===== config.mk =====
export PLATFORM = sky130hd
export DESIGN_NAME = pcs_transmit_ordered_set
export DESIGN_NICKNAME = d
export VERILOG_FILES = /design/src/rtl/pcs_transmit_ordered_set.sv
export SDC_FILE = /design/constraint.sdc
export NUM_CORES = 1
export LEC_CHECK = 0
export CAP_MARGIN = 10
export CELL_PAD_IN_SITES_DETAIL_PLACEMENT = 0
export CELL_PAD_IN_SITES_GLOBAL_PLACEMENT = 2
export CORE_MARGIN = 4
export CORE_UTILIZATION = 23
export CTS_BUF_LIST = sky130_fd_sc_hd__clkbuf_16
export DETAILED_ROUTE_END_ITERATION = 6
export HOLD_SLACK_MARGIN = 0.06
export PLACE_DENSITY = 0.74
export REMOVE_ABC_BUFFERS = 1
export SETUP_SLACK_MARGIN = 0.5
export SYNTH_ARGS = -nofsm -noshare
export SYNTH_HDL_FRONTEND = slang
export SYNTH_SLANG_ARGS = --single-unit

===== constraint.sdc =====
create_clock -name i_clk -period 1.1 [get_ports i_clk]
set_input_delay 0.22 -clock i_clk [delete_from_list [all_inputs] [get_ports i_clk]]
set_output_delay 0.22 -clock i_clk [all_outputs]
set_load 0.005 [all_outputs]

===== src/rtl/pcs_transmit_ordered_set.sv =====
// pcs_transmit_ordered_set
//   Transmit-side ordered-set scheduler for a 1000BASE-X PCS. Each clock it
//   picks the next code-group for the 8B/10B encoder: idle /I2/ (K28.5,
//   D16.2), start /S/, data, error /V/, end /T/ or carrier-extend /R/. It
//   keeps commas on even code-group positions. Running disparity is the
//   encoder's job.
//
// Ports
//   i_clk            system clock, rising edge
//   i_mr_main_reset  asynchronous active-high reset (released synchronously upstream)
//   i_tx_en          frame transmit enable from the MAC
//   i_tx_er          transmit error from the MAC
//   i_txd[7:0]       transmit octet from the MAC
//   o_tx_code[7:0]   octet to encode (data value or K-code value)
//   o_tx_is_k        1 = o_tx_code is a special (K) code-group
//   o_tx_even        1 = current code-group is on an even position
//   o_tx_busy        1 while /S/, data, /V/, /T/ or /R/ is emitted
module pcs_transmit_ordered_set (
  input  logic       i_clk,
  input  logic       i_mr_main_reset,
  input  logic       i_tx_en,
  input  logic       i_tx_er,
  input  logic [7:0] i_txd,
  output logic [7:0] o_tx_code,
  output logic       o_tx_is_k,
  output logic       o_tx_even,
  output logic       o_tx_busy
);

  localparam logic [7:0] K28_5 = 8'hBC;
  localparam logic [7:0] D16_2 = 8'h50;
  localparam logic [7:0] K_S   = 8'hFB;
  localparam logic [7:0] K_T   = 8'hFD;
  localparam logic [7:0] K_R   = 8'hF7;
  localparam logic [7:0] K_V   = 8'hFE;

  typedef enum logic [2:0] {
    S_I_K  = 3'd0,
    S_I_D  = 3'd1,
    S_DATA = 3'd2,
    S_R1   = 3'd3,
    S_R2   = 3'd4
  } state_t;

  state_t     r_state;
  logic [7:0] r_code;
  logic       r_is_k;
  logic       r_even;
  logic       r_busy;

  state_t     w_next_state;
  logic [7:0] w_code;
  logic       w_is_k;
  logic       w_busy;
  logic       w_next_even;

  // Parity of the code-group being decided this cycle.
  assign w_next_even = ~r_even;

  always_comb begin
    w_next_state = r_state;
    w_code       = K28_5;
    w_is_k       = 1'b1;
    w_busy       = 1'b0;
    unique case (r_state)
      S_I_K: begin
        if (i_tx_en) begin
          // The octet sampled here is replaced by /S/.
          w_code       = K_S;
          w_busy       = 1'b1;
          w_next_state = S_DATA;
        end else begin
          w_code       = K28_5;
          w_next_state = S_I_D;
        end
      end
      S_I_D: begin
        // Second half of /I2/ is never interrupted, keeping /S/ even.
        w_code       = D16_2;
        w_is_k       = 1'b0;
        w_next_state = S_I_K;
      end
      S_DATA: begin
        w_busy = 1'b1;
        if (i_tx_en) begin
          if (i_tx_er) begin
            w_code = K_V;
          end else begin
            w_code = i_txd;
            w_is_k = 1'b0;
          end
        end else begin
          w_code       = K_T;
          w_next_state = S_R1;
        end
      end
      S_R1: begin
        w_code = K_R;
        w_busy = 1'b1;
        // An /R/ on an even slot needs a second /R/ so idle restarts even.
        w_next_state = w_next_even ? S_R2 : S_I_K;
      end
      S_R2: begin
        w_code       = K_R;
        w_busy       = 1'b1;
        w_next_state = S_I_K;
      end
      default: begin
        w_next_state = S_I_D;
      end
    endcase
  end

  always_ff @(posedge i_clk or posedge i_mr_main_reset) begin
    if (i_mr_main_reset) begin
      r_state <= S_I_D;
      r_code  <= K28_5;
      r_is_k  <= 1'b1;
      r_even  <= 1'b1;
      r_busy  <= 1'b0;
    end else begin
      r_state <= w_next_state;
      r_code  <= w_code;
      r_is_k  <= w_is_k;
      r_even  <= w_next_even;
      r_busy  <= w_busy;
    end
  end

  assign o_tx_code = r_code;
  assign o_tx_is_k = r_is_k;
  assign o_tx_even = r_even;
  assign o_tx_busy = r_busy;

endmodule


==> out/results.txt, run 1 <==
Status -> finished, violations left
Failing checks -> negative setup slack
Wire per inst -> 12.1 microns
CTS root buf -> clkbuf_16
Final Core Density -> 44.5%
Largest net degree at the start of global routing -> 15
CTS tree -> built
H-tree depth -> 1
Comb power frac -> 39.8%
Vias per Instance -> 4.33
Slew Limit Fails -> 0
Hpwl dp -> 1.05 mm
P&R area growth vs syn -> 81.4%
CTS sink cnt -> 14
I/O pins -> 23
Hold WC Path Type -> primary input to async pin
Final wirelength -> 1.49 mm
Initial Utilization -> 24.5%
Total number of vias -> 533
PortBufs -> 22
First-pass GRT wire length -> 2.62 mm
Sequential power share -> 34.7%
Setup slack after placement -> -269 ps
Total global routing overflow -> 0
Worst Tran Pin Value -> 313 ps
Placed Area -> 927 sq um
Register area -> 363 sq um
Worst setup SP type -> flip-flop
Clock power frac -> 25.5%
Post-route cell area -> 1110 sq um
Critical path class -> flip-flop to flip-flop
Total track usage -> 9.81%
TritonCTS buffer count -> 3
Yosys cell types -> 21
Cell Count, Final, Fillers Out -> 123
Synth warnings -> 0
RSZ-0062 raised after global routing -> true
Leak -> 0.478 nW
Mapped Cells -> 55
Total power -> 2.71 mW
Max stage delay on crit path -> 620 ps
Cell Count Post-Placement -> 115
Nets -> 106
Detail Route Antenna Nets -> 0
Max cap viols -> 0
Die area -> 3560 sq um
Fin. Hold Viols -> 0
Fmax -> 907 MHz
Die width -> 59.6 microns
Core ar. -> 2500 sq um
Arrival @ worst endpoint -> 1240 ps
1st-pass router iterations -> 4
NetSw -> 799 uW
Worst skew pair latency -> 240 ps
Delay-heaviest family, CP -> flip-flops
Placer Congestion -> 0.754
Clock-pin slew on the worst setup and hold paths -> 50 ps
Power per cell area -> 2440 nW/um^2
Setup Skew -> 2.62 ps
Worst VDD drop -> 0.989 mV
Min cycle time layout -> 1100 ps
Worst Path Buf+Inv -> 0
Crit share post-route -> 100%
DRC Markers -> 0
Multi-input gate area -> 309 sq um
Seq/Total Area, Yosys -> 58.8%
Synth Register Bits -> 14
Antenna violations before repair -> 0
Worst EP required -> 1240 ps
Element type at the critical path end -> flip-flop
Final setup fails -> 1
Chip Height -> 59.6 microns
Setup WS post-layout -> -2.77 ps
N_diodes -> 0
Post-Syn Area per Cell -> 11.1 sq um
CP max stage cell -> dfstp_2
Crit path cell chain -> nor3_2, a2111oi_4
Initial DRC count -> 3
Power Internal -> 1.91 mW
Clock Tree Buf Depth -> 2
CP max FO -> 7
Net Sw Frac -> 29.5%
Mapped Area -> 613 sq um
Fillers -> 237
Vias in the first global route -> 596
# rows -> 18
Share of post-route cells with drive strength above 1 -> 57.0%
Hold Buf Count CTS -> 0
Slew margin rel. -> 79.1%
placed cells by master (no fill, tap or decap), types with 2 or more instances in the layout:
master and count:
a21oi_1 2, buf_2 8, buf_4 9, buf_6 9, clkbuf_16 3, clkdlybuf4s50_1 9, dfrtp_1 4, dfrtp_2 2
dfstp_2 8, dlygate4sd2_1 2, mux2i_1 2, nand2_1 3, nand2b_4 2, nor2_1 5, nor2_4 2, nor3_1 2
nor3_2 3, o21bai_1 2
worst paths after layout:
path / endpoint / cells past startpoint / slack (ps) / from
setup / recovery: o_tx_code[1] / 2 / -3 / r_state[0]
hold / removal: o_tx_code[0] / 3 / 270 / i_mr_main_reset
setup reg to reg: o_tx_code[1] / 2 / -3 / r_state[0]
hold reg to reg: o_tx_even / 2 / 540 / o_tx_even
max in group asynchronous: o_tx_even / 3 / 590 / i_mr_main_reset
min in group i_clk: o_tx_code[2] / 4 / 500 / i_tx_er
cells in the mapped netlist:
cell type	instances	area share, %
dfrtp_1	6	24
nand2_1	3	1.8
a31oi_1	1	1.0
buf_6	1	1.8
and2b_1	1	1.2
o21bai_1	3	3.7
nor3_2	1	1.6
nand2b_1	3	3.1
o31ai_1	2	2.4
nor3b_1	1	1.2
mux2i_1	2	3.3
o21a_1	1	1.2
nor2b_1	2	2.0
buf_4	2	2.4
a21oi_1	2	1.6
nor2_1	8	4.9
inv_1	2	1.2
dfstp_2	8	34
o21ai_0	1	0.82
a2111oi_2	1	2.4
nor3_1	4	3.3
tightest hold or removal path: stages:
cell and delay [ps]:
clkdlybuf4s50_1 400, inv_1 50, buf_4 200
through the flow:
step	hold slack, ps	setup TNS [ps]
2_1_floorplan	103	-9.29
3_3_place_gp	533	-3060
3_5_place_dp	536	-3190
4_1_cts	290	0
5_1_grt	309	-171
6_report	275	-2.77
final cells by class:
type                    instances  share of cell area (%)
flip-flops and latches         14                    32.6
repair buffers                 37                    28.5
multi-input cells              36                    27.8
clock buffers                   3                    6.75
well taps                      30                    3.37
inverters                       2                   0.675
clock inverters                 1                   0.337
power groups by stage:
stage	Combinational [mW]	Clock (mW)	Sequential (mW)
finish	1.08	0.690	0.941
CTS	1.02	0.699	0.934
detailed placement	0.901	0	0.908
global route	1.18	0.726	0.966
global placement	0.895	0	0.905
floorplan	0.280	0	0.959
timing repair:
action                                 CTS  global route
resized for setup                       65            10
buffers inserted                         4             0
pin swaps                                3             2
setup endpoints to repair               25            25
endpoints found under the hold margin    0             0
routing by layer:
layer  GRT usage, %  vias up  part of all wire, %
met5              0        -                    0
met4           5.70        0                  2.3
met3           3.49        4                  8.1
met2           16.1       15                   48
met1           10.9      254                   41
li1               -      260                    -
kinds of logic after synthesis:
logic type      synth area share, %
simple gates                   19.2
mux                            3.27
compound gates                 13.3
flops                          58.8
buf+inv                        5.51
sequential cells by signal, summed over array words and instances, names as in the netlist:
signal and cells:
o_tx_code 8, o_tx_even 1, o_tx_is_k 1, o_tx_busy 1, r_state 3
Note: power is estimated with default switching activity, not from simulation.
==> run 2, diff against run 1 <==
--- a/config.mk
+++ b/config.mk
@@ -16,6 +16,7 @@
 export PLACE_DENSITY = 0.74
 export REMOVE_ABC_BUFFERS = 1
 export SETUP_SLACK_MARGIN = 0.5
+export SLEW_MARGIN = 20
 export SYNTH_ARGS = -nofsm -noshare
 export SYNTH_HDL_FRONTEND = slang
 export SYNTH_SLANG_ARGS = --single-unit
==> results of run 2 <==
No change in the layout: final DEF, timing and power equal those of run 1.
